<file path="src/rtl/enc_pkg.sv">
// Shared types and constants for the sequential 32-to-5 encoder.
package enc_pkg;

    localparam int unsigned ENC_WIDTH = 32;
    localparam int unsigned ENC_IDX_W = 5;

    typedef enum logic [0:0] {
        IDLE  = 1'b0,
        DRAIN = 1'b1
    } enc_state_t;

endpackage

</file>
<file path="src/rtl/pri_enc_32to5.sv">
// Combinational lowest-set-bit finder: vector -> {found, idx}.
module pri_enc_32to5
    import enc_pkg::*;
#(
    parameter int unsigned WIDTH = ENC_WIDTH,
    parameter int unsigned IDX_W = ENC_IDX_W
) (
    input  logic [WIDTH-1:0] vec,
    output logic             found,
    output logic [IDX_W-1:0] idx
);

    always_comb begin
        found = 1'b0;
        idx   = '0;
        // Scan downwards so the lowest set bit is the one that sticks.
        for (int i = WIDTH - 1; i >= 0; i--) begin
            if (vec[i]) begin
                found = 1'b1;
                idx   = IDX_W'(i);
            end
        end
    end

endmodule

</file>
<file path="src/rtl/enc_32to5_seq.sv">
// Sequential 32-to-5 encoder: drains a request mask one index per handshake.
// Define RR_PRIORITY_EN for round-robin selection; otherwise lowest bit wins.
module enc_32to5_seq
    import enc_pkg::*;
#(
    parameter int unsigned WIDTH = ENC_WIDTH,
    parameter int unsigned IDX_W = $clog2(WIDTH)
) (
    input  logic             clk,
    input  logic             rst_n,
    input  logic             in_valid,
    output logic             in_ready,
    input  logic [WIDTH-1:0] in_vec,
    output logic             out_valid,
    input  logic             out_ready,
    output logic [IDX_W-1:0] out_idx,
    output logic             out_last,
    output logic             busy
);

    enc_state_t       state_q, state_d;
    logic [WIDTH-1:0] pend_q, pend_d;
    logic             sel_found;
    logic [IDX_W-1:0] sel_idx;
    logic             one_left;

`ifdef RR_PRIORITY_EN
    logic [IDX_W-1:0] ptr_q, ptr_d;
    logic [WIDTH-1:0] masked_vec;
    logic             m_found, u_found;
    logic [IDX_W-1:0] m_idx, u_idx;

    assign masked_vec = pend_q & ({WIDTH{1'b1}} << ptr_q);

    pri_enc_32to5 #(.WIDTH(WIDTH), .IDX_W(IDX_W)) u_pri_masked (
        .vec   (masked_vec),
        .found (m_found),
        .idx   (m_idx)
    );

    pri_enc_32to5 #(.WIDTH(WIDTH), .IDX_W(IDX_W)) u_pri_full (
        .vec   (pend_q),
        .found (u_found),
        .idx   (u_idx)
    );

    // Nothing at/above ptr means wrap around to the lowest pending bit.
    assign sel_found = m_found | u_found;
    assign sel_idx   = m_found ? m_idx : u_idx;
`else
    pri_enc_32to5 #(.WIDTH(WIDTH), .IDX_W(IDX_W)) u_pri (
        .vec   (pend_q),
        .found (sel_found),
        .idx   (sel_idx)
    );
`endif

    assign one_left  = (pend_q != '0) && ((pend_q & (pend_q - WIDTH'(1))) == '0);

    assign in_ready  = (state_q == IDLE);
    assign busy      = (state_q == DRAIN);
    assign out_valid = (state_q == DRAIN) && sel_found;
    assign out_idx   = out_valid ? sel_idx : '0;
    assign out_last  = out_valid && one_left;

    always_comb begin
        state_d = state_q;
        pend_d  = pend_q;
`ifdef RR_PRIORITY_EN
        ptr_d   = ptr_q;
`endif
        unique case (state_q)
            IDLE: begin
                if (in_valid && in_vec != '0) begin
                    pend_d  = in_vec;
                    state_d = DRAIN;
                end
            end
            DRAIN: begin
                if (out_valid && out_ready) begin
                    pend_d = pend_q & ~({{(WIDTH-1){1'b0}}, 1'b1} << sel_idx);
`ifdef RR_PRIORITY_EN
                    ptr_d  = sel_idx + IDX_W'(1);
`endif
                    if (out_last) begin
                        state_d = IDLE;
                    end
                end
            end
            default: state_d = IDLE;
        endcase
    end

    always_ff @(posedge clk or negedge rst_n) begin
        if (!rst_n) begin
            state_q <= IDLE;
            pend_q  <= '0;
`ifdef RR_PRIORITY_EN
            ptr_q   <= '0;
`endif
        end else begin
            state_q <= state_d;
            pend_q  <= pend_d;
`ifdef RR_PRIORITY_EN
            ptr_q   <= ptr_d;
`endif
        end
    end

endmodule

</file>
<file path="config.mk">
export PLATFORM = sky130hd
export DESIGN_NAME = enc_32to5_seq
export DESIGN_NICKNAME = d
export VERILOG_FILES = /design/src/rtl/enc_pkg.sv /design/src/rtl/pri_enc_32to5.sv /design/src/rtl/enc_32to5_seq.sv
export SDC_FILE = /design/constraint.sdc
export NUM_CORES = 1
export LEC_CHECK = 0
export CORE_ASPECT_RATIO = 0.9
export CORE_MARGIN = 3
export CORE_UTILIZATION = 50
export DETAILED_ROUTE_END_ITERATION = 8
export PLACE_DENSITY = 0.8
export REMOVE_ABC_BUFFERS = 1
export SLEW_MARGIN = 25
export SYNTH_ARGS = -nofsm -noshare
export SYNTH_HDL_FRONTEND = slang
export SYNTH_SLANG_ARGS = --single-unit
</file>
<file path="constraint.sdc">
create_clock -name clk -period 2.55 [get_ports clk]
set_clock_uncertainty 0.15 [all_clocks]
set_input_delay 0.255 -clock clk [delete_from_list [all_inputs] [get_ports clk]]
set_output_delay 0.255 -clock clk [all_outputs]
set_load 0.03 [all_outputs]
</file>
* After elaboration in Yosys (flattened, before gate mapping) *
Cells that the tools add are included.

storage, ports and cells
  output and inout bits = 9
  logic and storage cells = 91
  register bits after elaboration = 33

operators by class
  $add $sub $neg = 1
  equality and inequality tests = 2
  bitwise logic cells = 4
  reductions and logical operators = 9
  shifts and indexed selects = 1
  mux-type cells = 72

operator list
  operator                                                                  count
  5-bit two-way mux                                                         33
  32-bit bitwise AND                                                        2
  32-bit two-way mux                                                        2
  32-bit case mux with 2 select lines                                       1
  32-bit nonzero test                                                       2
  1-bit two-way mux                                                         35
  32-bit zero test                                                          1
  32-bit NOT                                                                1
  1-bit by 5-bit << shifter with 32-bit output (first input constant)       1
  32-bit by 1-bit subtractor with 32-bit output (second input constant)     1
  1-bit logical AND                                                         5
  2-bit by 1-bit inequality test with 1-bit output (second input constant)  2
  1-bit case mux with 2 select lines                                        1
  2-bit AND reduction                                                       1
  1-bit NOT                                                                 1

* Depth between registers and ports, before layout *
Gate-level depths: netlist of run 1.

  depth after elaboration = 37
  depth in mapped cells = 9

* Hierarchy *
From an unflattened synthesis of run 1, not the netlist that was laid out.

second synthesis, totals
  cell total of the unflattened synthesis = 320
  area total of the unflattened synthesis = 2588.7 sq um

by module, submodules not included
  module         area each (sq um)  times used  cells each  sequential area each (sq um)
  enc_32to5_seq  2218.4             1           255         825.8
  pri_enc_32to5  370.4              1           65          0.0

* Worst setup path after synthesis of run 1 *
No wires, ideal clock.

  kind = register to output
  from = register pend_q[10]
  to = output port out_last
  arrival time = 2.476 ns
  path slack = -0.331 ns
  buffers on the path = 1
  cell stages (with the launch flop) = 8
  path through = dfrtp_1 > buf_6 > nor4_4 > and4_1 > nand2_1 > o21ai_0 > nand4_1 > nor4_1

between the ends
  word-level cells in the longest chain between the ends = 13
  elaborated cells on any way between the ends = 18
  those cells by class = add/sub (1); mux (11); bitwise (1); reduce/logical (5)

ends and longest elaborated chain
  item                                                                                                    line                  text
  from (decl)                                                                                             enc_32to5_seq.sv:22   logic [WIDTH-1:0] pend_q, pend_d;
  from (signal assigned)                                                                                  enc_32to5_seq.sv:103  pend_q <= pend_d;
  parallel branches: the longest is 12 deep, another holds 32-bit by 1-bit subtractor with 32-bit output  n/a
  1-bit logical AND (*)                                                                                   enc_32to5_seq.sv:64   assign out_last = out_valid && one_left;
  to (decl)                                                                                               enc_32to5_seq.sv:17   output logic out_last,

Every way passes the cells marked *.

* Final worst setup path of run 1 *
  from = register pend_q[6]
  to = output port out_last

between the ends
  word-level cells in the longest chain between the ends = 9
  elaborated cells on any way between the ends = 14
  those cells by class = add/sub (1); mux (7); bitwise (1); reduce/logical (5)

ends and longest elaborated chain
  item                                                                                                   line
  parallel branches: the longest is 8 deep, another holds 32-bit by 1-bit subtractor with 32-bit output  n/a
  1-bit logical AND (*)                                                                                  enc_32to5_seq.sv:64

Marked as above.

==> flow_summary.json, run 1 <==
{
  "swShare_pct": 47.3,
  "worstSetupPathType": "register to primary output",
  "critPathLaunchType": "register",
  "grt_pass1_wl_um": 15700,
  "min_period_over_period_pct": 114,
  "setup_viol": 16,
  "syn_area_per_cell_um2": 8.21,
  "rows": 24,
  "yosys.cell_types.count": 59,
  "max-clock-path-buffers": 2,
  "vdd_ir_drop_max_mv": 0.696,
  "ys_seq_area_share_pct": 31.5,
  "internal_power_mw": 1.54,
  "p_seq_share_pct": 27.5,
  "drive_above_1_share_pct": 38.4,
  "rsz0062_at_grt": "yes",
  "die_area_um2": 6150,
  "cts.reportedPaths.clkPinSlew_ns": 0.08,
  "port_buffers": 44,
  "cts_hold_buf": 0,
  "dr_total_vias": 3506,
  "violations": "setup timing",
  "ant_nets": 0,
  "core-area_um2": 4950,
  "grt_max_degree": 34,
  "cp_data_required_time_ns": 2.14,
  "final-hold-violation-count": 0,
  "timing.final.ws_setup_ns": -0.352,
  "worstPathArrival_ns": 2.50,
  "p_switching_mw": 1.39,
  "fill_cells": 324,
  "pwr-share-comb_pct": 58.7,
  "yosysTopAreaCellShare_pct": 31.5,
  "dr.pass1.iters": 8,
  "crit_family": "simple AND/OR/NAND/NOR gates",
  "critical_path.max_stage_delay_ns": 0.46,
  "clock_latency_ns": 0.30,
  "slew_violations": 0,
  "via_per_inst": 6.98,
  "yosys_warnings": 0,
  "async_flop_share_pct": 100,
  "wl_per_cell_um": 22.7,
  "min_period_ns": 2.90,
  "layout_commonest_cell": "buf_4",
  "p_clk_share_pct": 13.8,
  "p_per_area_nw_per_um2": 731,
  "gp_congestion": 0.973,
  "antenna_found_initial": 0,
  "cp.buffers_inverters": 2,
  "ys.flop_type": "dfrtp_1",
  "start_util_pct": 52.9,
  "syn_inst": 319,
  "synth.area.top_cells": "dfrtp_1, a22oi_1, nor4_1, o21ai_1, nand2_1",
  "fin_util_pct": 80.9,
  "io_pins": 45,
  "cp-end-kind": "primary output",
  "tritoncts": "done",
  "max_freq_mhz": 345,
  "die_y_um": 74.7,
  "drc": 0,
  "nNetsFinal": 472,
  "synth_edf_count": 0,
  "first_global_vias": 3088,
  "crit_chain": "buf_4 -> nor3_1 -> a21oi_1 -> o22a_1 -> o22ai_1 -> nand4_1 -> nor4_4 -> buf_6",
  "drt-total-wl_um": 11400,
  "clock-root-buffer": "clkbuf_8",
  "fp.dieW_um": 82.3,
  "yosys.area.top_type": "dfrtp_1",
  "p_leak_nw": 1.76,
  "worst_pin_slew_ns": 0.556,
  "drtIter0Drc": 383,
  "hold_path.class": "input port to async pin",
  "dpl.hpwl_um": 7610,
  "numCtsBuffers": 5,
  "final_cell_mix": "buf_4, clkdlybuf4s50_1, a22oi_1",
  "syn2layout_area_growth_pct": 53.0,
  "grt-ovfl-total": 0,
  "power_mw": 2.93,
  "status": "complete, but fails checks",
  "critPathSlowestCell": "nor3_1",
  "synth-seq-cells": 33,
  "drv_cap": 0,
  "crit_path_max_fanout": 5,
  "grt_usage_pct": 34.4,
  "h-tree-depth": 2,
  "antenna-diode-count": 0,
  "slew_headroom_pct": 62.4,
  "cts.sink_count": 33,
  "syn_area_um2": 2620
}
## path summary, 6_finish.rpt
| path | cells after the start | end | from | slack (ns) |
|---|---|---|---|---|
| setup / recovery | 8 | out_last | pend_q[6]$_DFFE_PN0P_ | -0.35 |
| hold / removal | 2 | pend_q[18]$_DFFE_PN0P_ | rst_n | 0.22 |
| setup reg to reg | 8 | pend_q[12]$_DFFE_PN0P_ | pend_q[25]$_DFFE_PN0P_ | -0.28 |
| hold reg to reg | 2 | pend_q[17]$_DFFE_PN0P_ | pend_q[17]$_DFFE_PN0P_ | 0.41 |
| max in group asynchronous | 2 | pend_q[31]$_DFFE_PN0P_ | rst_n | 1.67 |
| min in group clk | 2 | pend_q[17]$_DFFE_PN0P_ | pend_q[17]$_DFFE_PN0P_ | 0.41 |
## cell type report
type,count,area (µm²),share of cell area [%]
Clock buffer,5,68.8,1.72
Timing Repair Buffer,128,1080,26.9
Tap cell,65,81.3,2.03
Sequential cell,33,837,20.9
Clock inverter,3,17.5,0.437
Inverter,22,82.6,2.06
Multi-Input combinational cell,246,1840,46.0
## registers in the layout (all words and copies together), names as in the netlist
| name | flops |
|---|---|
| busy | 1 |
| pend_q | 32 |
## cells in the mapped netlist (4+ instances only)
master and instances:
nor3_1 8, o21ai_1 24, dfrtp_1 33, buf_2 4, nand2_1 22, nand3_1 9, nor2_1 22, nor4_1 20
o21ai_0 12, a22o_1 4, nand4_1 7, o21ai_2 8, o31ai_1 10, clkbuf_1 13, a21oi_1 10, inv_1 21
a22oi_1 25
## through the flow
stage | cell area, µm² | hold slack, ns | setup slack [ns] | std cells | setup TNS [ns]
after floorplan | 2540 | -0.191 | -0.357 | 301 | -2.99
after global placement | 3590 | 0.368 | -0.143 | 481 | -0.151
after detailed placement | 3590 | 0.396 | -0.133 | 481 | -0.153
after CTS | 3790 | 0.241 | -0.209 | 494 | -0.705
after global routing | 4010 | 0.255 | -0.489 | 502 | -4.40
final | 4010 | 0.219 | -0.352 | 502 | -2.73
## cells by family after synthesis
group | share of synthesized area (%)
compound gates | 34.1
simple gates | 27.5
buf+inv | 6.21
flops | 31.5
fa+ha+maj | 0.764
## routing by layer
layer / GRT usage, % / wire length [µm] / up-vias / share of wire, %
li1: - / - / 1466 / -
met2: 52.7 / 5100 / 329 / 45
met3: 11.5 / 1510 / 93 / 13
met1: 43.0 / 4000 / 1618 / 35
met4: 18.3 / 790 / 0 / 6.9
met5: 0 / 0 / - / 0
## power by group through the flow
stage / sequential [mW] / clock [mW] / combinational (mW)
floorplan: 0.860 / 0 / 0.713
global placement: 0.798 / 0 / 1.45
detailed placement: 0.807 / 0 / 1.48
CTS: 0.795 / 0.409 / 1.56
global route: 0.817 / 0.429 / 1.79
finish: 0.807 / 0.405 / 1.72
## worst reg2reg max path, delay by kind of cell, from the launching register on
family	cells	cell delay [ns]
AO/OA/AOI/OAI	3	0.74
AND/OR/NAND/NOR	4	1.24
buffers and inverters	1	0.17
flip-flops	1	0.41
## what timing repair did
| action | CTS | global route |
|---|---|---|
| setup endpoints to repair | 16 | 33 |
| gates resized for setup | 23 | 38 |
| pin swaps | 6 | 16 |
| setup buffers | 5 | 8 |
No activity file was read; power rests on OpenSTA's default activity.
==> inputs of run 2 (changes only) <==
--- a/config.mk
+++ b/config.mk
@@ -5,6 +5,7 @@
 export SDC_FILE = /design/constraint.sdc
 export NUM_CORES = 1
 export LEC_CHECK = 0
+export CAP_MARGIN = 20
 export CORE_ASPECT_RATIO = 0.9
 export CORE_MARGIN = 3
 export CORE_UTILIZATION = 50
==> results of run 2 <==
The final DEF is identical to that of run 1; final timing and power are the same.
==> inputs of run 3 (changes only) <==
--- a/config.mk
+++ b/config.mk
@@ -6,10 +6,11 @@
 export NUM_CORES = 1
 export LEC_CHECK = 0
 export CAP_MARGIN = 20
-export CORE_ASPECT_RATIO = 0.9
+export CORE_ASPECT_RATIO = 0.6
 export CORE_MARGIN = 3
 export CORE_UTILIZATION = 50
 export DETAILED_ROUTE_END_ITERATION = 8
+export GPL_ROUTABILITY_DRIVEN = 1
 export PLACE_DENSITY = 0.8
 export REMOVE_ABC_BUFFERS = 1
 export SLEW_MARGIN = 25
==> run 3 against run 2 <==
  * Hold slack better by 0.024 ns
  * Flip-flop and latch count did not move
  * Critical path depth down 1
  * Clock-buffer cell count unchanged
  * Clock power grew 24%
  * Highest routed layer is now met5
  * First-iteration DRC count increased by 100%
  * The flow still finishes with violations (setup timing)
  * Power grew 7.3%
  * Register-to-register slack better by 0.29 ns
  * Design area up 1.3%
  * Sequential power up 2.6%
==> flow_summary.json, run 3 (synthesized netlist as in run 1, its figures left out) <==
{
  "status": "complete, but fails checks",
  "violations": "setup timing",
  "worstSetupPathType": "register to primary output",
  "cts.sink_count": 33,
  "largest_reg_flops": 32,
  "ant_nets": 0,
  "nNetsFinal": 474,
  "drive_above_1_share_pct": 39.5,
  "dpl.hpwl_um": 8160,
  "timing.final.ws_setup_ns": -0.382,
  "core-area_um2": 4800,
  "reg2reg_to": "pend_q[5]$_DFFE_PN0P_",
  "r2r_cells": 7,
  "layout_commonest_cell": "buf_4",
  "start_util_pct": 54.6,
  "numCtsBuffers": 5,
  "slew_headroom_pct": 65.1,
  "io_pins": 45,
  "min_period_ns": 2.93,
  "antenna_found_initial": 0,
  "r2r_start": "pend_q[11]$_DFFE_PN0P_",
  "cp-startpoint": "pend_q[25]$_DFFE_PN0P_",
  "p_per_area_nw_per_um2": 774,
  "drtIter0Drc": 776,
  "grt_max_degree": 34,
  "die_area_um2": 6170,
  "cts_hold_buf": 0,
  "dr.pass1.iters": 7,
  "gp_congestion": 1.03,
  "h-tree-depth": 2,
  "final_cell_mix": "buf_4, clkdlybuf4s50_1, o21ai_1",
  "crit_path_max_fanout": 4,
  "regMostFlops": "pend_q",
  "fill_cells": 271,
  "antenna-diode-count": 0,
  "grt_pass1_wl_um": 17100,
  "cp-end-kind": "primary output",
  "min_period_over_period_pct": 115,
  "place_ws_ns": -0.208,
  "max-clock-path-buffers": 2,
  "cp_data_required_time_ns": 2.14,
  "fin_cells": 501,
  "dr_total_vias": 3567,
  "max_freq_mhz": 341,
  "r2r_setup_slack_ns": 0.01,
  "critPathLaunchType": "register",
  "via_per_inst": 7.12,
  "rows": 19,
  "crit_path_end": "out_last",
  "hold_path.class": "input port to async pin",
  "clock-root-buffer": "clkbuf_8",
  "worstPathArrival_ns": 2.53,
  "grt-ovfl-total": 0,
  "clock_latency_ns": 0.29,
  "wl_per_cell_um": 24.3,
  "dp.cells": 481,
  "syn2layout_area_growth_pct": 55.0,
  "drv_cap": 0,
  "rsz0062_at_grt": "yes",
  "setup_viol": 3,
  "final-hold-violation-count": 0,
  "fp.dieW_um": 99.5,
  "tritoncts": "done",
  "slew_violations": 0,
  "cts.reportedPaths.clkPinSlew_ns": 0.08,
  "port_buffers": 44,
  "vdd_ir_drop_max_mv": 0.557,
  "grt_usage_pct": 37.6,
  "drt-total-wl_um": 12200,
  "worst_pin_slew_ns": 0.523,
  "first_global_vias": 3162,
  "die_y_um": 62.1,
  "p_leak_nw": 1.75,
  "drc": 0
}
[run 3: cell count changes in the layout (fill, tap and decap cells not counted), sizes merged]
cell / delta
buf: +2
bufinv: +1
clkdlybuf4s15: -1
clkinv: -1
clkinvlp: -1
dlygate4sd2: +1
[run 3: where the power goes]
group          total [mW]  internal (mW)  switching, mW  leakage (nW)
sequential          0.828          0.640          0.188         0.330
combinational        1.81          0.733           1.08          1.36
clock               0.502          0.284          0.217        0.0540
total                3.14           1.66           1.49          1.75
[run 3: metal layers]
metal  track usage, %  part of all wire [%]
met5                0                  0.33
met4             12.5                   4.0
met3             13.6                    18
met2             53.7                    39
met1             53.0                    38
[run 3: metrics by stage]
step                hold slack, ns  util [%]  area, µm²  power (mW)  TNS [ns]
floorplan                   -0.191         -       2540        1.57     -2.99
global placement             0.401      75.1       3610        2.30     -5.28
detailed placement           0.420      75.1       3610        2.31     -3.31
CTS                          0.250      80.6       3870        2.89    -0.177
global route                 0.265      84.5       4060        3.23     -1.00
finish                       0.243      84.5       4060        3.14    -0.444
[run 3: worst min path at each step]
stage	from	endpoint	slack [ns]
5_1_grt	rst_n	pend_q[24]$_DFFE_PN0P_	0.26
3_3_place_gp	pend_q[17]$_DFFE_PN0P_	pend_q[17]$_DFFE_PN0P_	0.40
6_report	rst_n	pend_q[24]$_DFFE_PN0P_	0.24
3_5_place_dp	pend_q[17]$_DFFE_PN0P_	pend_q[17]$_DFFE_PN0P_	0.42
4_1_cts	rst_n	pend_q[0]$_DFFE_PN0P_	0.25
2_1_floorplan	rst_n	busy$_DFF_PN0_	-0.19
[run 3: cell type report]
cell class                 count  area (µm²)  area share (%)
multi-input combinational    246        1860            45.8
timing repair buffer         130        1100            27.0
sequential                    33         838            20.6
inverter                      22        82.6            2.03
tap                           63        78.8            1.94
clock buffer                   5        68.8            1.69
clock inverter                 2        35.0           0.863
[run 3: timing repair]
action | CTS | global route
gates resized for setup | 29 | 33
endpoints found under the setup margin | 9 | 28
pin swaps | 11 | 9
setup buffers | 6 | 7
[run 3: critical path, stage by stage (launching register included)]
cell and delay (ns):
dfrtp_1 0.42, or2_1 0.32, a2111oi_2 0.40, o22ai_1 0.18, nor3_2 0.24, nand4_1 0.15, nor4_2 0.31, buf_4 0.21
